$ cat src/rtl/axil_master_port.sv
// Single-outstanding AXI4-Lite master driven by the uart2axi_sm command strobe.
// Optional hung-slave watchdog enabled by defining AXIL_TIMEOUT_EN (limit TIMEOUT_CYCLES).
module axil_master_port #(
  parameter int ADDR_W         = 32,
  parameter int DATA_W         = 32,
  parameter int TIMEOUT_CYCLES = 1024
) (
  input  logic                clk,
  input  logic                rst,
  input  logic                txn,
  input  logic                rw,
  input  logic [ADDR_W-1:0]   addr,
  input  logic [DATA_W-1:0]   wdata,
  output logic                axi_busy,
  output logic                rvalid,
  output logic [DATA_W-1:0]   rdata,
  output logic                done,
  output logic [1:0]          resp,
  output logic [ADDR_W-1:0]   m_axi_awaddr,
  output logic [2:0]          m_axi_awprot,
  output logic                m_axi_awvalid,
  input  logic                m_axi_awready,
  output logic [DATA_W-1:0]   m_axi_wdata,
  output logic [DATA_W/8-1:0] m_axi_wstrb,
  output logic                m_axi_wvalid,
  input  logic                m_axi_wready,
  input  logic [1:0]          m_axi_bresp,
  input  logic                m_axi_bvalid,
  output logic                m_axi_bready,
  output logic [ADDR_W-1:0]   m_axi_araddr,
  output logic [2:0]          m_axi_arprot,
  output logic                m_axi_arvalid,
  input  logic                m_axi_arready,
  input  logic [DATA_W-1:0]   m_axi_rdata,
  input  logic [1:0]          m_axi_rresp,
  input  logic                m_axi_rvalid,
  output logic                m_axi_rready
);

  typedef enum logic [2:0] {
    IDLE    = 3'd0,
    WR_AW_W = 3'd1,
    WR_B    = 3'd2,
    RD_AR   = 3'd3,
    RD_R    = 3'd4
  } state_t;

  state_t              state_q;
  logic [ADDR_W-1:0]   addr_q;
  logic [DATA_W-1:0]   wdata_q;
  logic                awvalid_q;
  logic                wvalid_q;
  logic                bready_q;
  logic                arvalid_q;
  logic                rready_q;
  logic                busy_q;
  logic                rvalid_q;
  logic                done_q;
  logic [1:0]          resp_q;
  logic [DATA_W-1:0]   rdata_q;

  logic aw_hs, w_hs, aw_ok, w_ok;
  logic timeout;

  assign aw_hs = awvalid_q & m_axi_awready;
  assign w_hs  = wvalid_q & m_axi_wready;
  // A channel is "ok" once its handshake has completed now or earlier.
  assign aw_ok = ~awvalid_q | m_axi_awready;
  assign w_ok  = ~wvalid_q | m_axi_wready;

`ifdef AXIL_TIMEOUT_EN
  localparam int CNT_W = $clog2(TIMEOUT_CYCLES + 1);
  localparam logic [CNT_W-1:0] CNT_LAST = CNT_W'(TIMEOUT_CYCLES - 1);

  logic [CNT_W-1:0] cnt_q;
  logic             enter;

  // Any transition into a non-IDLE state restarts the watchdog.
  assign enter = ((state_q == IDLE) & txn)
               | ((state_q == WR_AW_W) & aw_ok & w_ok)
               | ((state_q == RD_AR) & m_axi_arready);

  always_ff @(posedge clk) begin
    if (rst || enter) begin
      cnt_q <= '0;
    end else if (state_q != IDLE) begin
      cnt_q <= cnt_q + 1'b1;
    end
  end

  assign timeout = (state_q != IDLE) && (cnt_q == CNT_LAST);
`else
  assign timeout = 1'b0;
`endif

  always_ff @(posedge clk) begin
    if (rst) begin
      state_q   <= IDLE;
      addr_q    <= '0;
      wdata_q   <= '0;
      awvalid_q <= 1'b0;
      wvalid_q  <= 1'b0;
      bready_q  <= 1'b0;
      arvalid_q <= 1'b0;
      rready_q  <= 1'b0;
      busy_q    <= 1'b0;
      rvalid_q  <= 1'b0;
      done_q    <= 1'b0;
      resp_q    <= 2'b00;
      rdata_q   <= '0;
    end else begin
      rvalid_q <= 1'b0;
      done_q   <= 1'b0;
      if (timeout) begin
        awvalid_q <= 1'b0;
        wvalid_q  <= 1'b0;
        bready_q  <= 1'b0;
        arvalid_q <= 1'b0;
        rready_q  <= 1'b0;
        busy_q    <= 1'b0;
        done_q    <= 1'b0 | 1'b1;
        resp_q    <= 2'b11;
        if (state_q == RD_AR || state_q == RD_R) begin
          rvalid_q <= 1'b1;
          rdata_q  <= '0;
        end
        state_q <= IDLE;
      end else begin
        case (state_q)
          IDLE: begin
            if (txn) begin
              addr_q    <= addr;
              wdata_q   <= wdata;
              busy_q    <= 1'b1;
              awvalid_q <= rw;
              wvalid_q  <= rw;
              arvalid_q <= ~rw;
              state_q   <= rw ? WR_AW_W : RD_AR;
            end
          end
          WR_AW_W: begin
            if (aw_hs) awvalid_q <= 1'b0;
            if (w_hs)  wvalid_q  <= 1'b0;
            if (aw_ok && w_ok) begin
              bready_q <= 1'b1;
              state_q  <= WR_B;
            end
          end
          WR_B: begin
            if (m_axi_bvalid) begin
              bready_q <= 1'b0;
              resp_q   <= m_axi_bresp;
              done_q   <= 1'b1;
              busy_q   <= 1'b0;
              state_q  <= IDLE;
            end
          end
          RD_AR: begin
            if (m_axi_arready) begin
              arvalid_q <= 1'b0;
              rready_q  <= 1'b1;
              state_q   <= RD_R;
            end
          end
          RD_R: begin
            if (m_axi_rvalid) begin
              rready_q <= 1'b0;
              rdata_q  <= m_axi_rdata;
              resp_q   <= m_axi_rresp;
              rvalid_q <= 1'b1;
              done_q   <= 1'b1;
              busy_q   <= 1'b0;
              state_q  <= IDLE;
            end
          end
          default: begin
            awvalid_q <= 1'b0;
            wvalid_q  <= 1'b0;
            bready_q  <= 1'b0;
            arvalid_q <= 1'b0;
            rready_q  <= 1'b0;
            busy_q    <= 1'b0;
            state_q   <= IDLE;
          end
        endcase
      end
    end
  end

  assign axi_busy      = busy_q;
  assign rvalid        = rvalid_q;
  assign rdata         = rdata_q;
  assign done          = done_q;
  assign resp          = resp_q;
  assign m_axi_awaddr  = addr_q;
  assign m_axi_awprot  = 3'b000;
  assign m_axi_awvalid = awvalid_q;
  assign m_axi_wdata   = wdata_q;
  assign m_axi_wstrb   = '1;
  assign m_axi_wvalid  = wvalid_q;
  assign m_axi_bready  = bready_q;
  assign m_axi_araddr  = addr_q;
  assign m_axi_arprot  = 3'b000;
  assign m_axi_arvalid = arvalid_q;
  assign m_axi_rready  = rready_q;

endmodule

$ cat config.mk
export PLATFORM = sky130hd
export DESIGN_NAME = axil_master_port
export DESIGN_NICKNAME = d
export VERILOG_FILES = /design/src/rtl/axil_master_port.sv
export SDC_FILE = /design/constraint.sdc
export NUM_CORES = 1
export LEC_CHECK = 0
export BUFFER_PORTS_ARGS = -buffer_cell sky130_fd_sc_hd__buf_2
export CORE_MARGIN = 4
export CORE_UTILIZATION = 47
export DETAILED_ROUTE_END_ITERATION = 16
export PLACE_DENSITY_LB_ADDON = 0.2
export SLEW_MARGIN = 20
export SYNTH_ARGS = -nofsm -noshare
export SYNTH_HDL_FRONTEND = slang
export SYNTH_SLANG_ARGS = --single-unit
export TNS_END_PERCENT = 30
$ cat constraint.sdc
create_clock -name clk -period 4.2 [get_ports clk]
set_input_delay 0.21 -clock clk [delete_from_list [all_inputs] [get_ports clk]]
set_output_delay 0.21 -clock clk [all_outputs]
set_load 0.005 [all_outputs]
==> qor.yml, run 1 <==
run_status:
  status: "finished, final reports clean"
route:
  viasPerCell: 4.96
  drtPass1Iterations: 4
  drtAntennaViolNets: 0
  vias: 4199
  drc: 0
  wl_per_cell_um: 14.4
  wl_mm: 12.1
  drt_iter0_drc: 157
power:
  p_total_mw: 2.21
  irDropWorstVdd_v: 0.000208
  power.density_nw_per_um2: 409
  power.leakage_nw: 2.59
layout:
  nNetsFinal: 843
  nFillCells: 844
  finish.utilization_pct: 60.8
  diodes: 0
  final_common_cell: "buf_2"
  drive_gt1_share_pct: 36.3
  most-common-layout-cells: "buf_2 (245), nand2_1 (197), dfxtp_1 (109)"
  area_growth_pct: 24.0
sta:
  finalWorstSetupSlack_ps: 1750
  final_hold_viol_count: 0
  hold_ws_ps: 71.8
  finalCritPeriodShare_pct: 58.4
  fmax_mhz: 408
  worstMarginPinSlew_ps: 901
  report.final.slew_viol_count: 0
  setup_viol: 0
  rsz0062_at_grt: "no"
  slew_headroom_pct: 39.9
  min_period_ps: 2450
  finClkSkew_ps: 11.9
  fin_setup_tns_ps: 0
floorplanning:
  rows: 34
  die-width_um: 104
  dieArea_um2: 10900
  fp.dieH_um: 104
  start_util_pct: 49.0
  io_pins: 257
  coreArea_um2: 8890
job:
  cap_violations: 0
critical_path:
  crit_chain: "or3_4 > or2_2 > buf_4 > nand2_1 > a21oi_1"
  cp-start-kind: "flip-flop"
  rr_worst_depth: 5
  rrSetupSlack_ps: 1750
  worst-path-buf-inv: 1
  required_ps: 4470
  r2r_end: "m_axi_araddr[8]$_SDFFE_PP0P_"
  cp_num_cells: 5
  crit_slowest_cell: "dfxtp_1"
  reg2reg_from: "state_q[2]$_SDFFE_PP0P_"
  cp.arrival_ps: 2730
  critical_path_class: "reg2reg"
  cp-end-kind: "flip-flop"
  cpPeakStageDelay_ps: 780
  cpLargestDelayFamily: "simple AND/OR/NAND/NOR gates"
  cp_max_fo: 50
clocking:
  cts_resized: 0
  root_buffer: "clkbuf_8"
  path_clk_slew_ps: 110
  tritoncts: "yes"
  clockBufferDepth: 2
  cts_setup_buffers: 0
  cts.sinks: 109
  clk_latency_ps: 360
  cts_buffers: 9
  htreeDepth: 3
  cts_hold_buf: 0
global_route:
  grt_pass1_wl_mm: 18.9
  grt_max_degree: 111
  grt_pass1_vias: 3862
  antenna_found_initial: 0
  grt_use_total_pct: 21.0
  grt-ovfl-total: 0
logic_synthesis:
  netlist_instances: 547
  synth_area_um2: 4360
  synth_warnings: 0
  ys_seq_area_share_pct: 50.0
  synth_top_area_cell: "dfxtp_1"
  yosys-top-cells-area: "dfxtp_1 (50%), nand2_1 (17%), a21oi_1 (12%), buf_4 (7.9%), buf_6 (2.8%)"
  ys_ff_latch: 109
  ys_types: 35
  yosysTopAreaCellShare_pct: 50.0
  avgSynthCellArea_um2: 7.97
placed_design:
  post-place-ws_ps: 1760
  port_buffers: 246
  dp_hpwl_mm: 8.91
  gp_congestion: 0.789
min_path:
  hold_path_depth: 3
  hp-start: "m_axi_rdata[17]"
  hp-class: "in2reg"
  hold_end: "rdata[17]$_SDFFE_PP0P_"
==> flip-flops by register name, summed over array words and instances, names as in the netlist <==
signal,cells
m_axi_araddr,32
m_axi_wdata,32
rdata,32
state_q,3
resp,2
axi_busy,1
done,1
m_axi_arvalid,1
m_axi_awvalid,1
m_axi_bready,1
m_axi_rready,1
m_axi_wvalid,1
rvalid,1
==> through the flow <==
stage                     std cells  area (µm²)
after floorplan                 555        4390
final                           846        5410
after global placement          831        5220
after detailed placement        831        5230
after global routing            846        5410
after CTS                       846        5400
==> power breakdown <==
group	switching, mW	total, mW	internal [mW]
Sequential	0.0643	1.18	1.12
Combinational	0.251	0.441	0.191
Clock	0.353	0.587	0.234
==> cell usage after synthesis, drive strengths merged <==
cell / number
nand3: 4
nor2: 8
a2111oi: 1
nand2: 197
buf: 63
dfxtp: 109
or4b: 1
conb: 2
nor3: 3
and3: 1
a211oi: 1
nand4b: 1
or3: 3
o2111ai: 1
a31o: 1
o211ai: 3
a2111o: 1
or4: 1
a311oi: 3
nor4b: 1
clkbuf: 17
nor2b: 1
o31ai: 3
or2: 1
a21oi: 107
nand3b: 3
a21o: 1
a31oi: 1
nand2b: 3
inv: 3
o21ai: 2
==> cells by family (layout without fill, tap and decap cells) <==
kind of cell / count (synthesis) / after routing / share of synthesized area, %
simple gates: 228 / 228 / 21.2
compound gates: 125 / 125 / 15.5
flops: 109 / 109 / 50.0
buf+inv: 83 / 266 / 13.1
other cells: 2 / 10 / 0.172
==> worst max path at each step <==
stage / start / endpoint
3_5_place_dp: state_q[2]$_SDFFE_PP0P_ / m_axi_araddr[8]$_SDFFE_PP0P_
3_3_place_gp: state_q[2]$_SDFFE_PP0P_ / m_axi_araddr[21]$_SDFFE_PP0P_
5_1_grt: state_q[2]$_SDFFE_PP0P_ / m_axi_araddr[25]$_SDFFE_PP0P_
6_report: state_q[2]$_SDFFE_PP0P_ / m_axi_araddr[8]$_SDFFE_PP0P_
2_1_floorplan: state_q[0]$_SDFFE_PP0P_ / m_axi_araddr[0]$_SDFFE_PP0P_
4_1_cts: state_q[2]$_SDFFE_PP0P_ / m_axi_araddr[8]$_SDFFE_PP0P_
==> worst min-delay path, cell delays in order <==
cell	delay (ps)
buf_2	100
nand2_1	40
a21oi_1	50
==> per-layer routing <==
| layer | wire length, µm | part of all wire (%) | GRT usage, % | vias up |
|---|---|---|---|---|
| met3 | 769 | 6.3 | 4.47 | 17 |
| met4 | 209 | 1.7 | 7.41 | 0 |
| li1 | - | - | - | 2104 |
| met5 | 0 | 0 | 0 | - |
| met2 | 6410 | 53 | 39.5 | 173 |
| met1 | 4750 | 39 | 22.9 | 1905 |
==> layout make-up <==
cell class,count,area [µm²],area share (%)
Sequential cell,109,2180,40.4
Clock buffer,11,141,2.62
Inverter,3,11.3,0.208
Clock inverter,4,32.5,0.602
Multi-Input combinational cell,363,1650,30.5
Tap cell,108,135,2.50
Timing Repair Buffer,248,1250,23.2
No activity file was read; power rests on OpenSTA's default activity.
==> run 2, diff against run 1 <==
ABC_AREA = 1   (was unset)
CORE_UTILIZATION = 40   (was 47)
clock period = 2 ns   (was 4.2 ns; I/O delays follow)
==> run 2 against run 1 <==
Compared with the run above:
- clock skew down 1.8 ps
- global-route usage decreased by 2.0 points
- die area up 20%
==> qor.yml, run 2 <==
placed_design:
  gp_congestion: 0.865
  port_buffers: 246
  dp_hpwl_mm: 9.53
  dpl_cell_area_um2: 5500
route:
  drtAntennaViolNets: 0
  drtPass1Iterations: 6
  drt_iter0_drc: 360
  wl_mm: 13.2
  wl_per_cell_um: 14.3
  drc: 0
  vias: 4530
  viasPerCell: 4.89
sta:
  finClkSkew_ps: 10.2
  setup_viol: 0
  finalCritPeriodShare_pct: 77.5
  fin_setup_tns_ps: 0
  hold_ws_ps: 30.4
  min_period_ps: 1550
  report.final.slew_viol_count: 0
  fmax_mhz: 645
  slew_headroom_pct: 59.1
  worstMarginPinSlew_ps: 611
  rsz0062_at_grt: "no"
  final_hold_viol_count: 0
layout:
  nNetsFinal: 890
  diodes: 0
  most-common-layout-cells: "buf_2 (246), nand2_1 (127), dfxtp_1 (109)"
  final_cell_area_um2: 5810
  finish.utilization_pct: 53.2
  drive_gt1_share_pct: 35.0
  area_growth_pct: 28.4
  final_common_cell: "buf_2"
  nFillCells: 1067
min_path:
  hold_path_depth: 3
  hp-start: "wdata[20]"
  hold_end: "m_axi_wdata[20]$_SDFFE_PP0P_"
  hp-class: "in2reg"
critical_path:
  crit_slowest_cell: "dfxtp_1"
  cpLargestDelayFamily: "simple AND/OR/NAND/NOR gates"
  cp_num_cells: 5
  crit_chain: "nand2_2 > inv_2 > nand2_2 > nand2_1 > a21oi_1"
  rr_worst_depth: 5
  critical_path_class: "reg2reg"
  worst-path-buf-inv: 1
  cp.arrival_ps: 1750
  reg2reg_from: "state_q[2]$_SDFFE_PP0P_"
  cp-start-kind: "flip-flop"
  cpPeakStageDelay_ps: 550
  cp_max_fo: 33
  crit_path_start: "state_q[2]$_SDFFE_PP0P_"
  rrSetupSlack_ps: 450
  required_ps: 2200
  cp-end-kind: "flip-flop"
  cpMostUsedCell: "nand2_2"
  r2r_end: "rdata[27]$_SDFFE_PP0P_"
clocking:
  cts.sinks: 109
  cts_buffers: 9
  path_clk_slew_ps: 70
  clockBufferDepth: 2
  clk_latency_ps: 340
  htreeDepth: 3
  tritoncts: "yes"
  cts_setup_buffers: 0
  root_buffer: "clkbuf_16"
job:
  cap_violations: 0
logic_synthesis:
  synth_top_flop_cell: "dfxtp_1"
  netlist_instances: 593
  synthTopCellsByCount: "nand2_1 (127), dfxtp_1 (109), nand3_1 (104), a21oi_1 (98), buf_4 (48)"
  ys_seq_area_share_pct: 48.2
  synth_top_area_cell: "dfxtp_1"
  synth_area_um2: 4530
  ys_ff_latch: 109
  avgSynthCellArea_um2: 7.63
  yosys-top-cells-area: "dfxtp_1 (48%), nand3_1 (11%), a21oi_1 (11%), nand2_1 (11%), buf_4 (8.0%)"
  synth-edff-count: 0
  yosysMostFrequentCell: "nand2_1"
  ys_types: 21
  ys_async_sr_fraction_pct: 0
  yosysTopAreaCellShare_pct: 48.2
  synth_warnings: 0
floorplanning:
  io_pins: 257
  rows: 38
  dieArea_um2: 13100
  fp.dieH_um: 114
  start_util_pct: 41.4
  die-width_um: 114
  coreArea_um2: 10900
global_route:
  grt-ovfl-total: 0
  grt_pass1_vias: 4196
  grt_pass1_wl_mm: 20.3
  antenna_found_initial: 0
  grt_max_degree: 69
  grt_use_total_pct: 18.9
power:
  power.density_nw_per_um2: 1130
  irDropWorstVdd_v: 0.000820
  power.leakage_nw: 2.87
run_status:
  status: "finished, final reports clean"
-- run 2: cell count changes after synthesis, sizes merged, moves of 4 or more --
| cell | delta |
|---|---|
| nand3 | +100 |
| nand2 | -66 |
| inv | +21 |
| nor2 | +16 |
| a21oi | -9 |
| o21ai | +7 |
| buf | +5 |
| o21bai | +4 |
-- run 2: through the flow --
stage	worst slack [ps]	std cells	power [mW]
after floorplan	796	601	4.20
after global placement	520	909	4.77
after detailed placement	473	909	4.82
after CTS	452	926	6.63
after global routing	302	926	7.00
final	449	926	6.57
-- run 2: per-layer routing --
layer | global-route usage, % | part of all wire (%) | vias to the layer above
li1 | - | - | 2264
met1 | 23.5 | 41 | 2059
met2 | 31.7 | 48 | 187
met3 | 4.81 | 8.4 | 20
met4 | 6.97 | 1.9 | 0
met5 | 0 | 0 | -
-- run 2: worst max path at each step --
stage	to	slack, ps
global route	rdata[27]$_SDFFE_PP0P_	300
floorplan	resp[0]$_SDFFE_PP0P_	800
finish	rdata[27]$_SDFFE_PP0P_	450
detailed placement	rdata[25]$_SDFFE_PP0P_	470
global placement	rdata[1]$_SDFFE_PP0P_	520
CTS	rdata[27]$_SDFFE_PP0P_	450
-- run 2: report_power, final --
| part | internal (mW) | switching, mW | leakage, nW |
|---|---|---|---|
| Clock | 1.02 | 0.784 | 0.144 |
| Combinational | 0.817 | 1.24 | 1.84 |
| Sequential | 2.49 | 0.215 | 0.888 |
| Total | 4.33 | 2.24 | 2.87 |
-- run 2: cells by family (layout without fill, tap and decap cells) --
group,Yosys count,count (layout),synth area share (%)
compound gates,111,111,12.5
simple gates,262,262,25.3
buf+inv,109,294,13.9
flops,109,109,48.2
other cells,2,10,0.166
-- run 2: timing repair --
action                                  4_1_cts  5_1_grt
gates resized for setup                       0        0
hold buffers                                  1        0
endpoints found under the setup margin        0        0
hold endpoints to repair                      2        0
-- run 2: cell type report --
| type | count | area (µm²) | area share [%] |
|---|---|---|---|
| clock buffer | 12 | 246 | 4.24 |
| clock inverter | 4 | 55.1 | 0.947 |
| inverter | 24 | 90.1 | 1.55 |
| multi-input combinational | 383 | 1750 | 30.0 |
| sequential | 109 | 2180 | 37.5 |
| tap | 140 | 175 | 3.01 |
| timing repair buffer | 254 | 1320 | 22.7 |
-- run 2: tightest hold or removal path, delay by kind of cell --
kind,cells,cell delay (ps)
buf+inv,1,90
compound gates,1,60
simple gates,1,70
